File: src/rtl/risc_ctrl_unit.sv
`default_nettype none
// ============================================================================
//  Module   : risc_ctrl_unit
//  Purpose  : Multi-cycle sequencer for the 8-bit RISC CPU. Fetches 16-bit
//             instructions, drives the register-file read addresses and the
//             ALU select code, captures the ALU result / zero flag and
//             writes the result back.
//  Ports    : Clk, Rst            - clock, synchronous active-high reset
//             ImemReq/ImemAddr    - instruction fetch request / address (PC)
//             ImemAck/Instr       - fetch acknowledge / instruction word
//             RfAddrA/RfAddrB     - RF read addresses (Rs, Rt) feeding ALU
//             AluSel              - ALU operation select
//             AluOper/AluZero     - ALU result / zero flag
//             RfWe/RfWAddr/RfWData- RF write port (one-cycle pulse in WB)
//             ZFlag               - architectural zero flag
//             Halted/ImemErr      - core stopped / sticky fetch timeout
//             DbgState/DbgIR      - only with RISC_CTRL_DBG_EN defined
//  Config   : `define RISC_CTRL_DBG_EN to expose FSM state and IR.
//  Revision : 1.0 - initial release
// ============================================================================
module risc_ctrl_unit #(
    parameter logic [7:0] RESET_PC      = 8'h00,
    parameter int         FETCH_TIMEOUT = 15
) (
    input  logic        Clk,
    input  logic        Rst,
    output logic        ImemReq,
    output logic [7:0]  ImemAddr,
    input  logic        ImemAck,
    input  logic [15:0] Instr,
    output logic [2:0]  RfAddrA,
    output logic [2:0]  RfAddrB,
    output logic [2:0]  AluSel,
    input  logic [7:0]  AluOper,
    input  logic        AluZero,
    output logic        RfWe,
    output logic [2:0]  RfWAddr,
    output logic [7:0]  RfWData,
    output logic        ZFlag,
    output logic        Halted,
    output logic        ImemErr
`ifdef RISC_CTRL_DBG_EN
    ,
    output logic [2:0]  DbgState,
    output logic [15:0] DbgIR
`endif
);

    localparam logic [2:0] S_FETCH  = 3'd0;
    localparam logic [2:0] S_DECODE = 3'd1;
    localparam logic [2:0] S_EXEC   = 3'd2;
    localparam logic [2:0] S_WB     = 3'd3;
    localparam logic [2:0] S_HALT   = 3'd4;

    localparam logic [3:0] OP_LDI  = 4'b1000;
    localparam logic [3:0] OP_BZ   = 4'b1001;
    localparam logic [3:0] OP_JMP  = 4'b1010;
    localparam logic [3:0] OP_HALT = 4'b1111;

    // Counter only needs to reach FETCH_TIMEOUT-1; keep at least one bit
    // so the declaration stays legal when the timeout is disabled.
    localparam int                CNT_W        = (FETCH_TIMEOUT < 2) ? 1 : $clog2(FETCH_TIMEOUT + 1);
    localparam logic [CNT_W-1:0]  TIMEOUT_LAST = CNT_W'(FETCH_TIMEOUT - 1);

    logic [2:0]       state;
    logic [2:0]       state_nxt;
    logic [7:0]       pc;
    logic [15:0]      ir;
    logic [7:0]       res;
    logic             zflag;
    logic             imem_err;
    logic [CNT_W-1:0] wait_cnt;
    logic             timeout_hit;
    logic             take_branch;

    logic [3:0] op;
    logic [2:0] rd;
    logic [2:0] rs;
    logic [2:0] rt;
    logic [7:0] imm;

    assign op  = ir[15:12];
    assign rd  = ir[11:9];
    assign rs  = ir[8:6];
    assign rt  = ir[5:3];
    assign imm = ir[7:0];

    // Fault only on a non-acked cycle: an ack in the final cycle wins.
    assign timeout_hit = (FETCH_TIMEOUT != 0) && !ImemAck && (wait_cnt == TIMEOUT_LAST);
    assign take_branch = (op == OP_JMP) || ((op == OP_BZ) && zflag);

    // ------------------------------------------------------------------
    // State and datapath registers
    // ------------------------------------------------------------------
    always_ff @(posedge Clk) begin
        if (Rst) begin
            state    <= S_FETCH;
            pc       <= RESET_PC;
            ir       <= 16'h0000;
            res      <= 8'h00;
            zflag    <= 1'b0;
            imem_err <= 1'b0;
            wait_cnt <= '0;
        end else begin
            state <= state_nxt;
            case (state)
                S_FETCH: begin
                    if (ImemAck) begin
                        ir       <= Instr;
                        pc       <= pc + 8'd1;
                        wait_cnt <= '0;
                    end else if (timeout_hit) begin
                        imem_err <= 1'b1;
                        wait_cnt <= '0;
                    end else if (FETCH_TIMEOUT != 0) begin
                        wait_cnt <= wait_cnt + CNT_W'(1);
                    end
                end
                S_DECODE: begin
                    if (take_branch) begin
                        pc <= imm;
                    end
                end
                S_EXEC: begin
                    res   <= AluOper;
                    zflag <= AluZero;
                end
                default: ;
            endcase
        end
    end

    // ------------------------------------------------------------------
    // Next-state logic
    // ------------------------------------------------------------------
    always_comb begin
        state_nxt = state;
        case (state)
            S_FETCH: begin
                if (ImemAck) begin
                    state_nxt = S_DECODE;
                end else if (timeout_hit) begin
                    state_nxt = S_HALT;
                end
            end
            S_DECODE: begin
                if (!op[3]) begin
                    state_nxt = S_EXEC;
                end else begin
                    case (op)
                        OP_LDI:  state_nxt = S_WB;
                        OP_HALT: state_nxt = S_HALT;
                        default: state_nxt = S_FETCH;
                    endcase
                end
            end
            S_EXEC:  state_nxt = S_WB;
            S_WB:    state_nxt = S_FETCH;
            S_HALT:  state_nxt = S_HALT;
            default: state_nxt = S_FETCH;
        endcase
    end

    // ------------------------------------------------------------------
    // Output logic. Request and write enable are masked by Rst so that
    // no fetch starts and no RF write lands while reset is held.
    // ------------------------------------------------------------------
    always_comb begin
        ImemReq  = 1'b0;
        RfAddrA  = 3'd0;
        RfAddrB  = 3'd0;
        AluSel   = 3'd0;
        RfWe     = 1'b0;
        RfWAddr  = 3'd0;
        RfWData  = 8'h00;
        ImemAddr = pc;
        ZFlag    = zflag;
        ImemErr  = imem_err;
        Halted   = (state == S_HALT);
        case (state)
            S_FETCH: ImemReq = !Rst;
            S_DECODE: begin
                RfAddrA = rs;
                RfAddrB = rt;
            end
            S_EXEC: begin
                RfAddrA = rs;
                RfAddrB = rt;
                AluSel  = op[2:0];
            end
            S_WB: begin
                RfWe    = !Rst;
                RfWAddr = rd;
                RfWData = (op == OP_LDI) ? imm : res;
            end
            default: ;
        endcase
    end

`ifdef RISC_CTRL_DBG_EN
    assign DbgState = state;
    assign DbgIR    = ir;
`else
    // Debug outputs not present in this build.
`endif

endmodule
`default_nettype wire
File: config.mk
export PLATFORM = sky130hd
export DESIGN_NAME = risc_ctrl_unit
export DESIGN_NICKNAME = d
export VERILOG_FILES = /design/src/rtl/risc_ctrl_unit.sv
export SDC_FILE = /design/constraint.sdc
export NUM_CORES = 1
export LEC_CHECK = 0
export ABC_AREA = 1
export CORE_ASPECT_RATIO = 1.75
export CORE_UTILIZATION = 42
export DETAILED_ROUTE_END_ITERATION = 12
export PLACE_DENSITY_LB_ADDON = 0.2
export SYNTH_ARGS = -nofsm -noshare
export SYNTH_HDL_FRONTEND = slang
export SYNTH_SLANG_ARGS = --single-unit
File: constraint.sdc
create_clock -name Clk -period 1.2 [get_ports Clk]
set_input_delay 0.12 -clock Clk [delete_from_list [all_inputs] [get_ports Clk]]
set_output_delay 0.12 -clock Clk [all_outputs]
set_load 0.05 [all_outputs]
==> summary.md <==
| Metric | Value |
|---|---|
| Antenna violations before repair | 0 |
| WP data arrival | approximately 2.2 ns |
| Hold path endpoint | ir[2] |
| Startpoint Class | flip-flop |
| Final setup fails | 64 |
| FF-to-FF path depth | 9 |
| Vias per cell | roughly 6.6 |
| Adder-Cell Fraction of Synth Area | roughly 1.9% |
| Dpl hpwl | between 4000 and 5000 um |
| Starting Density | 43.5% |
| Pre-CTS setup slack | -0.220 ns |
| Num ports | around 60 |
| Multiplexer area fraction after synthesis | 0% |
| Mapped Cells | roughly 290 |
| Final instance area | between 4000 and 5000 um2 |
| Violated checks | negative setup slack |
| Logic pwr share | 57.9% |
| CP endpoint kind | flip-flop |
| Cell at the root of the clock tree | clkbuf_8 |
| Avg WL per Cell | between 20 and 30 um |
| Max Clock Skew | roughly 0.019 ns |
| Sequential-to-total area share from yosys stat | 40.8% |
| Worst-path clk slew | 0.10 ns |
| Tmin final | between 1.5 and 2 ns |
| Worst Hold Depth | 3 |
| Buffers added on ports | 60 |
| Die Wd | 54.3 um |
| Worst-path fanout max | 5 |
| Final WL | 13,000 um |
| Synthesized-area fraction occupied by and/or/nand/nor cells | a little under a quarter |
| Area after DPL | approximately 3600 um2 |
| Syn-to-layout area delta | 121% |
| First-pass GRT wire length | about 13,000 um |
| Int Pwr | 3930 uW |
| Clk sinks | 41 |
| Max_cap viols | 0 |
| Beginning of the worst hold path | Instr[2] |
| Mapped Nets | about 330 |
| Die area | approximately 5100 um2 |
| Clk_lat worst skew | approximately 0.32 ns |
| Combinational family with the most area after synthesis | simple AND/OR/NAND/NOR gates |
| RR Endpoint | ImemAddr[5] |
| GRT Util Overall | 35.1% |
| EDFF count, synth | 0 |
| Core ar. | around 4600 um2 |
| 1st-pass router iterations | 7 |
| RSZ-0062 raised after global routing | true |
| Slew @ Worst Pin | about 0.53 ns |
| Cell Pwr Density | approximately 1600 nW/um2 |
| Final worst-path cycle share | 165% |
| Remaining antenna violation count | 0 |
| DR iter-0 viols | about 270 |
| Flop2flop setup slack | -0.77 ns |
| Clock Path Buffers | 2 |
| Largest net degree at the start of global routing | 22 |
| Layout cells sized above 1 | roughly 55% |
| Fin. max-slew vios | 0 |
| Final hold viol count | 0 |
| Num rows | 33 |
| Net switching fraction of the power | 45.7% |
| Lkg Pwr | 0.00169 uW |
| Placed Cells | between 400 and 500 |
| Vias in the first global route | between 2,000 and 3,000 |
| Min-delay worst type | input pin to flip-flop |
| CTS H-tree lvls | 2 |
| GP Congestion | approximately 0.85 |
| Clock power frac | 15.1% |
| Fin nets | roughly 440 |
| YS warnings | 0 |
| Compound-Gate Fraction of Synth Area | between 20% and 30% |
| Mapped Area | 2010 um2 |
| Worst r2r src | state[0] |
| Drt drc | 0 |
| Num CTS Buffers | 5 |
| Slew margin rel. | 64.5% |
| Synth Flop Type | dfxtp_1 |
| Unique masters post-synth | 25 |
| Worst Hold Margin | between 0.4 and 0.5 ns |
| Avg Inst Size Synth | about 7 um2 |
| GRT overflow | 0 |
| Outcome | finished, violations left |
| Max Fclk | 506 MHz |
| Worst vdd ir | approximately 0.0017 V |
| Number of synthesized register bits | 41 |
| Fin cells | 460 |
| Xor and xnor area share after synthesis | under 10% |
| Utilization after layout | 96.0% |
| CTS tree | done |
| Die height | about 94 um |
| Critical path required time | between 1 and 1.5 ns |
| Via count | about 3,000 |
| Async SR Flop Fraction | 0% |
| Net Switching | 3310 uW |
| Kind of critical path | flip-flop to flip-flop |
| Sequential share of power | 26.9% |
| Fin worst setup slack | -0.775 ns |
| Ant diodes | 0 |
==> registers in the layout, summed over array words and instances (netlist names) <==
register,cells
ImemAddr,8
res,8
wait_cnt,4
ir,16
state,3
ZFlag,1
ImemErr,1
==> routing by layer <==
layer,part of all wire [%],GRT usage [%]
met1,29,35.9
met2,49,59.7
met3,11,7.97
met4,11,23.3
met5,0,0
==> cell usage in the layout (no fill, tap or decap), types with 6 or more instances in the layout <==
master	instances
nor2_4	18
clkbuf_8	7
buf_6	15
dfxtp_2	10
nor2_1	19
buf_12	41
dfxtp_1	26
clkdlybuf4s50_1	27
a21oi_2	10
inv_1	37
nand3_1	9
nand2_1	30
buf_4	30
o21ai_4	10
o21ai_2	15
nand2_2	6
nor2_2	8
a21oi_1	20
a211oi_4	8
==> what timing repair did <==
| action | 4_1_cts | 5_1_grt |
|---|---|---|
| pin swaps | 21 | 24 |
| hold buffers | 0 | 0 |
| gates cloned | 3 | 2 |
| setup endpoints to repair | 60 | 64 |
| resized for setup | 77 | 83 |
| buffers inserted | 12 | 12 |
==> power groups by stage <==
stage	sequential (uW)	clock, uW	combinational [uW]
6_report	1950	1100	4190
5_1_grt	1950	1130	4290
4_1_cts	1850	1030	3220
3_5_place_dp	1870	0	2600
3_3_place_gp	1860	0	2530
2_1_floorplan	2020	0	1310
==> per-stage QoR <==
step                      power, uW  TNS (ns)
after floorplan                3340     -3.02
after global placement         4390     -4.99
after detailed placement       4470     -6.23
after CTS                      6110    -14.75
after global routing           7370    -28.97
final                          7230    -26.58
==> layout make-up <==
type	instances	area [um2]
clock inverters	1	5.00
multi-input cells	194	1630
fillers	94	184
flip-flops and latches	41	852
clock buffers	7	96.3
well taps	52	65.1
inverters	47	198
repair buffers	118	1590
==> cells in the mapped netlist, drive strengths merged, types with 2 or more instances <==
master | number | share of area [%]
dfxtp | 41 | 41
clkbuf | 5 | 0.93
o21ai | 35 | 8.7
buf | 7 | 1.9
nand2 | 41 | 7.9
nor3 | 2 | 0.50
a21oi | 34 | 8.7
a211oi | 9 | 3.4
xnor2 | 2 | 0.87
inv | 47 | 8.8
nand3 | 16 | 4.5
nor2 | 45 | 8.4
ha | 3 | 1.9
==> kinds of logic (layout without fill, tap and decap cells) <==
group,count (synthesis),count (layout)
AND/OR/NAND/NOR,107,107
AO/OA/AOI/OAI,81,81
buffers and inverters,59,173
flip-flops,41,41
adder cells (fa/ha/maj),3,3
XOR/XNOR,3,3
==> critical path: stages (launching register included) <==
cell and delay (ns):
dfxtp_4 0.39, buf_4 0.17, nand3_4 0.14, buf_6 0.18, buf_12 0.13, o21ai_0 0.20
nand2_1 0.19, nand2_1 0.10, inv_1 0.04, nor2_1 0.30
==> worst max path at each step <==
| stage | from | to | depth (start not counted) |
|---|---|---|---|
| after floorplan | state[1] | RfAddrA[0] | 6 |
| after global placement | ImemAck | ImemAddr[5] | 7 |
| after detailed placement | ImemAck | ir[9] | 6 |
| after CTS | state[0] | RfAddrA[0] | 7 |
| after global routing | state[2] | ImemAddr[5] | 9 |
| final | state[0] | ImemAddr[5] | 9 |
Power figures use the tool's default switching activity.
